$ cat src/rtl/keypad_emitter_if.sv
`default_nettype none
// ============================================================================
// keypad_emitter_if : key-code valid/ready handshake into keypad_emitter
// Revision: 1.0 - initial release
// ============================================================================
interface keypad_emitter_if;
    logic [3:0] key_code;
    logic       key_valid;
    logic       key_ready;

    modport master (output key_code, output key_valid, input key_ready);
    modport slave  (input key_code, input key_valid, output key_ready);
endinterface
`default_nettype wire

$ cat src/rtl/keypad_emitter.sv
`default_nettype none
// ============================================================================
// keypad_emitter : buffers key codes and replays them as timed one-hot
//                  row/column presses. KEY_BOUNCE_EN adds a bounce prefix.
// Revision: 1.0 - initial release
// ============================================================================
module keypad_emitter #(
    parameter int DEPTH     = 4,
    parameter int PRESS_CYC = 2,
    parameter int GAP_CYC   = 2
) (
    input  wire                    clk,
    input  wire                    rst,
    keypad_emitter_if.slave        key_if,
    input  wire                    abort,
    output logic [3:0]             rin,
    output logic [3:0]             cin,
    output logic                   busy,
    output logic [$clog2(DEPTH):0] level
);
    localparam int c_AW = $clog2(DEPTH);
    localparam int c_LW = c_AW + 1;
    localparam logic [c_LW-1:0] c_FULL     = c_LW'(DEPTH);
    localparam logic [7:0]      c_PRESS_LD = 8'(PRESS_CYC - 1);
    localparam logic [7:0]      c_GAP_LD   = 8'(GAP_CYC - 1);

`ifdef KEY_BOUNCE_EN
    typedef enum logic [1:0] {ST_IDLE, ST_PRESS, ST_GAP, ST_BOUNCE} state_t;
`else
    typedef enum logic [1:0] {ST_IDLE, ST_PRESS, ST_GAP} state_t;
`endif

    logic [3:0]      r_mem [DEPTH];
    logic [c_AW-1:0] r_wr_ptr, r_rd_ptr;
    logic [c_LW-1:0] r_level;
    state_t          r_state, w_state_nxt;
    logic [7:0]      r_cnt, w_cnt_nxt;
    logic [3:0]      r_rin, r_cin, w_rin_nxt, w_cin_nxt;
    logic            w_push, w_pop, w_start, w_empty, w_full;
    logic [3:0]      w_head, w_head_rin, w_head_cin;
`ifdef KEY_BOUNCE_EN
    logic [1:0]      r_bcnt, w_bcnt_nxt;
    logic [3:0]      r_key_rin, r_key_cin;
`endif

    assign w_full      = (r_level == c_FULL);
    assign w_empty     = (r_level == '0);
    assign w_head      = r_mem[r_rd_ptr];
    assign w_head_rin  = 4'b0001 << w_head[3:2];
    assign w_head_cin  = 4'b0001 << w_head[1:0];
    // abort wins over a same-cycle push
    assign w_push      = key_if.key_valid && !w_full && !abort;

    assign key_if.key_ready = !w_full;
    assign rin   = r_rin;
    assign cin   = r_cin;
    assign level = r_level;
    assign busy  = (r_state != ST_IDLE) || !w_empty;

    always_ff @(posedge clk) begin
        if (w_push) begin
            r_mem[r_wr_ptr] <= key_if.key_code;
        end
    end

    always_ff @(posedge clk or negedge rst) begin
        if (!rst) begin
            r_wr_ptr <= '0;
            r_rd_ptr <= '0;
            r_level  <= '0;
        end else if (abort) begin
            r_wr_ptr <= '0;
            r_rd_ptr <= '0;
            r_level  <= '0;
        end else begin
            if (w_push) r_wr_ptr <= r_wr_ptr + c_AW'(1);
            if (w_pop)  r_rd_ptr <= r_rd_ptr + c_AW'(1);
            case ({w_push, w_pop})
                2'b10:   r_level <= r_level + c_LW'(1);
                2'b01:   r_level <= r_level - c_LW'(1);
                default: r_level <= r_level;
            endcase
        end
    end

    always_ff @(posedge clk or negedge rst) begin
        if (!rst) begin
            r_state <= ST_IDLE;
            r_cnt   <= '0;
            r_rin   <= '0;
            r_cin   <= '0;
`ifdef KEY_BOUNCE_EN
            r_bcnt    <= '0;
            r_key_rin <= '0;
            r_key_cin <= '0;
`endif
        end else begin
            r_state <= w_state_nxt;
            r_cnt   <= w_cnt_nxt;
            r_rin   <= w_rin_nxt;
            r_cin   <= w_cin_nxt;
`ifdef KEY_BOUNCE_EN
            r_bcnt <= w_bcnt_nxt;
            if (w_pop) begin
                r_key_rin <= w_head_rin;
                r_key_cin <= w_head_cin;
            end
`endif
        end
    end

    always_comb begin
        w_state_nxt = r_state;
        w_cnt_nxt   = r_cnt;
        w_rin_nxt   = r_rin;
        w_cin_nxt   = r_cin;
        w_pop       = 1'b0;
        w_start     = 1'b0;
`ifdef KEY_BOUNCE_EN
        w_bcnt_nxt  = r_bcnt;
`endif
        case (r_state)
            ST_IDLE: begin
                w_start = !w_empty;
            end
            ST_PRESS: begin
                if (r_cnt == 8'd0) begin
                    w_rin_nxt   = 4'd0;
                    w_cin_nxt   = 4'd0;
                    w_cnt_nxt   = c_GAP_LD;
                    w_state_nxt = ST_GAP;
                end else begin
                    w_cnt_nxt = r_cnt - 8'd1;
                end
            end
            ST_GAP: begin
                if (r_cnt == 8'd0) begin
                    w_start     = !w_empty;
                    w_state_nxt = ST_IDLE;
                end else begin
                    w_cnt_nxt = r_cnt - 8'd1;
                end
            end
`ifdef KEY_BOUNCE_EN
            // prefix pattern: key, 0, key, then the steady hold
            ST_BOUNCE: begin
                if (r_bcnt == 2'd2) begin
                    w_cnt_nxt   = c_PRESS_LD;
                    w_state_nxt = ST_PRESS;
                end else begin
                    w_bcnt_nxt = r_bcnt + 2'd1;
                    w_rin_nxt  = (r_bcnt == 2'd0) ? 4'd0 : r_key_rin;
                    w_cin_nxt  = (r_bcnt == 2'd0) ? 4'd0 : r_key_cin;
                end
            end
`endif
            default: begin
                w_state_nxt = ST_IDLE;
            end
        endcase

        if (w_start) begin
            w_pop     = 1'b1;
            w_rin_nxt = w_head_rin;
            w_cin_nxt = w_head_cin;
`ifdef KEY_BOUNCE_EN
            w_bcnt_nxt  = 2'd0;
            w_state_nxt = ST_BOUNCE;
`else
            w_cnt_nxt   = c_PRESS_LD;
            w_state_nxt = ST_PRESS;
`endif
        end

        // any active press is cut to a full gap so the release is visible
        if (abort) begin
            w_pop     = 1'b0;
            w_rin_nxt = 4'd0;
            w_cin_nxt = 4'd0;
            if (r_state == ST_IDLE) begin
                w_state_nxt = ST_IDLE;
            end else begin
                w_state_nxt = ST_GAP;
                w_cnt_nxt   = c_GAP_LD;
            end
        end
    end
endmodule
`default_nettype wire
$ cat src/flat_wrapper.sv
// flat-port wrapper written by rule: the top's interface ports become plain ports
module keypad_emitter_flat 
#(
    parameter int DEPTH     = 4,
    parameter int PRESS_CYC = 2,
    parameter int GAP_CYC   = 2
)
  (clk, rst, abort, rin, cin, busy, level, key_if_key_code, key_if_key_valid, key_if_key_ready);
  keypad_emitter_if key_if_i ();
  input  wire clk;
  input  wire rst;
  input  wire abort;
  output logic [3:0] rin;
  output logic [3:0] cin;
  output logic busy;
  output logic [$clog2(DEPTH):0] level;
  input wire logic [$bits(key_if_i.key_code)-1:0] key_if_key_code;
  input wire logic [$bits(key_if_i.key_valid)-1:0] key_if_key_valid;
  output wire logic [$bits(key_if_i.key_ready)-1:0] key_if_key_ready;
  assign key_if_i.key_code = key_if_key_code;
  assign key_if_i.key_valid = key_if_key_valid;
  assign key_if_key_ready = key_if_i.key_ready;
  keypad_emitter #(.DEPTH(DEPTH), .PRESS_CYC(PRESS_CYC), .GAP_CYC(GAP_CYC)) u_core (.clk(clk), .rst(rst), .key_if(key_if_i), .abort(abort), .rin(rin), .cin(cin), .busy(busy), .level(level));
endmodule
$ cat config.mk
export PLATFORM = sky130hd
export DESIGN_NAME = keypad_emitter_flat
export DESIGN_NICKNAME = d
export VERILOG_FILES = /design/src/rtl/keypad_emitter_if.sv /design/src/rtl/keypad_emitter.sv /design/src/flat_wrapper.sv
export SDC_FILE = /design/constraint.sdc
export NUM_CORES = 1
export LEC_CHECK = 0
export CAP_MARGIN = 15
export CORE_ASPECT_RATIO = 1.75
export CORE_UTILIZATION = 56
export DETAILED_ROUTE_END_ITERATION = 8
export PLACE_DENSITY = 0.78
export SLEW_MARGIN = 0
export SYNTH_ARGS = -nofsm -noshare
export SYNTH_HDL_FRONTEND = slang
export SYNTH_SLANG_ARGS = --single-unit
$ cat constraint.sdc
create_clock -name clk -period 3.1 [get_ports clk]
set_input_delay 0.465 -clock clk [delete_from_list [all_inputs] [get_ports clk]]
set_output_delay 0.465 -clock clk [all_outputs]
set_load 0.005 [all_outputs]
* After elaboration in Yosys (flattened, before gate mapping)
Memories as Yosys holds them, arrays and structs flattened.
Cells that the tools add are included.
** Storage, ports and cells
- Flip-flop bits (word level) :: 25
- Bits in latches :: 0
- Memory bits (writable) :: 16
- Memory bits (read-only) :: 0
- Bits of input ports :: 8
- Output and inout bits :: 13
- Logic and storage cells :: 70
- Memories :: 1
** Operators by class
- Add/subtract/negate cells :: 5
- $mul :: 0
- Div/mod/pow operators :: 0
- Order comparisons :: 0
- Equal/unequal tests :: 8
- Shift-type cells :: 2
- Muxes and demuxes :: 30
- Bitwise gates (word level) :: 0
- Reduce and logical (&&, ||, !) cells :: 17
** Memory list
- u_core.r_mem :: words 4, width 4, read ports 1, clocked after Yosys merged registers in 0, write ports 1, line keypad_emitter.sv:33 : logic [3:0] r_mem [DEPTH];
** Operators by type and width (number)
- $mux 8 :: 5
- $mux 4 :: 6
- $mux 2 :: 9
- $pmux 8 s2 :: 1
- $reduce_bool 3->1 :: 3
- $logic_not 8->1 :: 1
- $ne 4x2->1 const B :: 2
- $shl 1x2->4 const A :: 2
- $sub 8x1->8 const B :: 1
- $pmux 2 s3 :: 1
- $pmux 3 s2 :: 1
- $reduce_bool 2->1 :: 3
- $mux 1 :: 5
- $add 2x1->2 const B :: 2
- $eq 2x1->1 const B :: 2
- $eq 2x2->1 const B :: 2
- $add 3x1->3 const B :: 1
- $eq 3x3->1 const B :: 1
- $logic_not 1->1 :: 3
- $logic_not 3->1 :: 1
- $mux 3 :: 1
- $ne 3x2->1 const B :: 1
- $reduce_and 3->1 :: 1
- $sub 3x1->3 const B :: 1
- other kinds (5) :: 6

* Longest topological paths before layout
- Depth after elaboration :: 9
- Gate-level depth with buffers :: 11

* Least setup slack after synthesis
OpenSTA, ideal clock, no wires.
- Path type :: register to register
- Start point :: reg u_core.r_cnt[0]
- End point :: reg u_core.r_level[2] (netlist: u_core.level[2])
- Setup time :: 0.090 ns
- Data arrival time :: 2.309 ns
- Required time :: 3.010 ns
- Setup slack :: 0.701 ns
- Cell stages (with the launch flop) :: 11
- Clock period less this slack :: 2.399 ns
- Cell sequence :: dfrtp_1 > inv_1 > ha_1 > nor3b_2 > a31o_2 > nand2_1 > nor3_1 > fa_1 > nand2_1 > or4_1 > o221ai_1
** On the way
- Longest elaborated chain between the ends :: 8
** Ends and longest elaborated chain
- start: declaration :: line keypad_emitter.sv:37 : logic [7:0] r_cnt, w_cnt_nxt;
- start signal: assignment :: line keypad_emitter.sv:99 : r_cnt <= w_cnt_nxt;
- $logic_not 8->1 * :: line keypad_emitter.sv:137 : if (r_cnt == 8'd0) begin
- $mux 1 * :: line keypad_emitter.sv:137
- $pmux 1 s2 * :: line keypad_emitter.sv:122 : case (r_state)
- $mux 1 * :: line keypad_emitter.sv:162 : if (w_start) begin
- $mux 1 * :: line keypad_emitter.sv:176 : if (abort) begin
- $eq 2x1->1 or $eq 2x2->1 (tied branches) :: line keypad_emitter.sv:78 : case ({w_push, w_pop})
- $pmux 3 s2 :: line keypad_emitter.sv:78
- $mux 3 :: line keypad_emitter.sv:71 : end else if (abort) begin
- end signal: assignment :: line keypad_emitter.sv:79 : 2'b10: r_level <= r_level + c_LW'(1);
- end signal: assignment :: line keypad_emitter.sv:80 : 2'b01: r_level <= r_level - c_LW'(1);
- end signal: assignment :: line keypad_emitter.sv:81 : default: r_level <= r_level;
- end: declaration :: line keypad_emitter.sv:35 : logic [c_LW-1:0] r_level;
Mark *: on every way between the ends. The rest lies on a longest branch, timed or not.
A chain may end at the register's enable or synchronous reset.

* Final worst setup path
Same ends and word-level chain as after synthesis.

==> summary.md <==
| Metric | Value |
|---|---|
| Max_cap viols | `0` |
| CP Data Required Time | `approximately 3.3 ns` |
| Diode count | `0` |
| Met2 usage | `44.2%` |
| Pwr/cell area | `approximately 960 nW/um^2` |
| Setup Crit Path Kind | `reg -> reg` |
| Asr flop ratio synth | `just over 60%` |
| Die span in y | `~84 um` |
| Placed Area | `~2400 sq um` |
| Non-filler cells, final | `260` |
| Setup slack, reg-to-reg | `between 0.5 and 0.6 ns` |
| Fmax | `389 MHz` |
| Top post-synthesis cells by area | `dfrtp_1 (29%), edfxtp_1 (22%), ha_1 (5.8%), mux4_2 (4.2%), a21oi_1 (3.5%)` |
| Initial antenna violation count | `0` |
| Final ANT Viol Nets | `0` |
| Critical Path AT | `around 2.8 ns` |
| Worst r2r src | `u_core.r_cnt[0]` |
| Global-route wire length before repair | `7.22 mm` |
| Total global-route track usage | `between 20% and 30%` |
| Vias in the first global route | `between 1500 and 2000` |
| Clk buf depth | `2` |
| Post-CTS Setup Inserts | `0` |
| Commonest cells post-synth | `dfrtp_1 (25), edfxtp_1 (16), nor2_1 (16), a21oi_1 (15)` |
| Reg2Reg Depth | `11` |
| Distinct cells, synth | `42` |
| Minimum clock period | `about 2.6 ns` |
| Final period util | `approximately 83%` |
| Leak Pwr | `0.987 nW` |
| DR iter-0 viols | `between 40 and 50` |
| Post-synthesis sequential area ratio | `roughly 51%` |
| GRT Max-Usage Layer | `met2` |
| Layout cell share with drive strength beyond 1 | `10.7%` |
| Layout Utilization | `between 60% and 70%` |
| RR Endpoint | `u_core.level[2]` |
| RSZ-0062 raised after global routing | `false` |
| Net Count, Synth | `a little over 200` |
| Clock-pin slew on the worst setup and hold paths | `0.07 ns` |
| Cell taking the most area after synthesis | `dfrtp_1` |
| TNS Setup | `0 ns` |
| Final nets | `232` |
| Max FO, Critical Path | `8` |
| Die W | `~49 um` |
| Met3 Use GR | `about 4.6%` |
| TritonCTS clock tree | `done` |
| IO buf count | `20` |
| Die area | `roughly 4100 sq um` |
| Area growth syn-to-layout | `16.9%` |
| Most frequent cell after synthesis | `dfrtp_1` |
| Core area | `3630 sq um` |
| Final Max Tran Viols | `0` |
| CTS Hold Bufs | `0` |
| Row count | `29` |
| Gp weighted congestion | `between 0.8 and 0.9` |
| Detailed placement HPWL | `~3.2 mm` |
| Post-synth EDFFs | `16` |
| Setup violations, final | `0` |
| DRC | `0` |
| Wire per inst | `about 16 um` |
| Initial Util | `~60%` |
| Worst rel slew slack | `64.1%` |
| Crit. End Element | `flip-flop` |
| Post-CTS sizing | `0` |
| Grt ovf | `0` |
| #FFs+latches synth | `41` |
| Dominant synthesized flop cell | `dfrtp_1` |
| Root buffer cell | `clkbuf_8` |
| Syn Area/Cell | `between 10 and 15 sq um` |
| Clk_lat worst skew | `between 0.2 and 0.3 ns` |
| Peak VDD IR | `0.000581 V` |
| Routed wire length | `~4.1 mm` |
| Share of the synthesized area in the top cell type | `between 20 and 30%` |
| Worst-margin pin slew | `about 0.54 ns` |
| Drt first pass iters | `4` |
| Largest net degree at the start of global routing | `26` |
| Met1 Use GR | `between 20% and 30%` |
| DR vias | `1523` |
| Fin area | `~2500 sq um` |
| Routed vias/inst | `just under 6` |
| CTS sink count | `41` |
| Final hold vios | `0` |
| Io pins | `21` |
| Min-delay worst type | `in -> async` |
| Yosys synthesis warning count | `0` |
| H-tree levels | `2` |
| Post-Place Cells | `252` |
| CTS buffer count | `5` |
| Post-Synthesis Cells | `188` |
| Clock skew | `0.00561 ns` |
| Post-Syn Area | `approximately 2100 sq um` |
| Startpoint Class | `flip-flop` |
| Outcome | `finished, final reports clean` |
==> power breakdown <==
group	switching, mW	internal, mW	total, mW
clock	0.178	0.181	0.359
sequential	0.148	0.686	0.835
combinational	0.664	0.548	1.21
==> worst max-delay path, cell delays in order (launching register included) <==
cell and delay (ns):
dfrtp_1 0.40, inv_1 0.08, ha_1 0.20, nor3b_2 0.15, buf_4 0.16, a31o_2 0.30, nand2_1 0.10, nor3_1 0.06
fa_1 0.42, nor4_1 0.28, mux2i_1 0.11, o221ai_1 0.21
==> layout make-up <==
| type | count | area, sq um |
|---|---|---|
| well taps | 46 | 57.6 |
| repair buffers | 25 | 238 |
| flip-flops and latches | 41 | 1110 |
| clock inverters | 1 | 7.51 |
| fillers | 287 | 1120 |
| inverters | 10 | 37.5 |
| multi-input cells | 130 | 980 |
| clock buffers | 7 | 86.3 |
==> cell usage in the layout, fill, tap and decap left out, types with 2 or more instances in the layout <==
cell type,instances
dfrtp_1,25
clkdlybuf4s50_1,20
nor2_1,16
edfxtp_1,16
a21oi_1,15
inv_1,10
ha_1,10
nand2_1,9
o211ai_1,8
nor3_1,6
clkbuf_8,6
o21ai_0,5
and2_1,5
buf_4,5
nand3_1,4
xor2_1,4
nor2b_1,4
mux4_2,4
or4b_1,4
nand2b_1,3
xnor2_1,3
or4_1,3
nand4_1,3
or3_1,2
o221ai_1,2
mux2i_1,2
mux2_2,2
==> through the flow <==
| step | setup WS [ns] | hold WS [ns] | total power [mW] |
|---|---|---|---|
| 2_1_floorplan | 0.701 | 0.169 | 1.66 |
| 3_3_place_gp | 0.618 | 0.546 | 2.00 |
| 3_5_place_dp | 0.477 | 0.560 | 2.05 |
| 4_1_cts | 0.523 | 0.547 | 2.42 |
| 5_1_grt | 0.342 | 0.578 | 2.60 |
| 6_report | 0.529 | 0.539 | 2.41 |
==> registers in the layout, summed over array words and instances (netlist names) <==
| name | count |
|---|---|
| u_core.r_wr_ptr | 2 |
| u_core.cin | 4 |
| u_core.r_rd_ptr | 2 |
| u_core.r_state | 2 |
| u_core.rin | 4 |
| u_core.level | 3 |
| u_core.r_cnt | 8 |
| u_core.r_mem | 16 |
==> worst max path at each step <==
stage                     start               to  slack [ns]  cells past startpoint
5_1_grt         u_core.r_cnt[0]  u_core.level[2]        0.34                     11
2_1_floorplan   u_core.r_cnt[0]  u_core.level[2]        0.70                     10
3_3_place_gp   key_if_key_valid  u_core.level[2]        0.62                      8
6_report        u_core.r_cnt[0]  u_core.level[2]        0.53                     11
3_5_place_dp   key_if_key_valid  u_core.level[2]        0.48                      8
4_1_cts         u_core.r_cnt[0]  u_core.level[2]        0.52                     11
==> metal layers <==
metal | vias to the layer above | wire [um]
li1 | 736 | -
met1 | 758 | 1550
met2 | 24 | 2410
met3 | 5 | 122
met4 | 0 | 66
met5 | - | 0
==> kinds of logic (layout without fill, tap and decap cells) <==
kind of cell             count (synthesis)  count (layout)  share of synthesized area (%)
XOR/XNOR                                 7               7                           2.85
buffers and inverters                   17              43                           2.97
AO/OA/AOI/OAI                           38              38                           12.0
AND/OR/NAND/NOR                         66              66                           17.8
adder cells (fa/ha/maj)                 11              11                           6.75
flip-flops                              41              41                           51.5
multiplexers                             8               8                           6.17
Note: power is estimated with default switching activity, not from simulation.
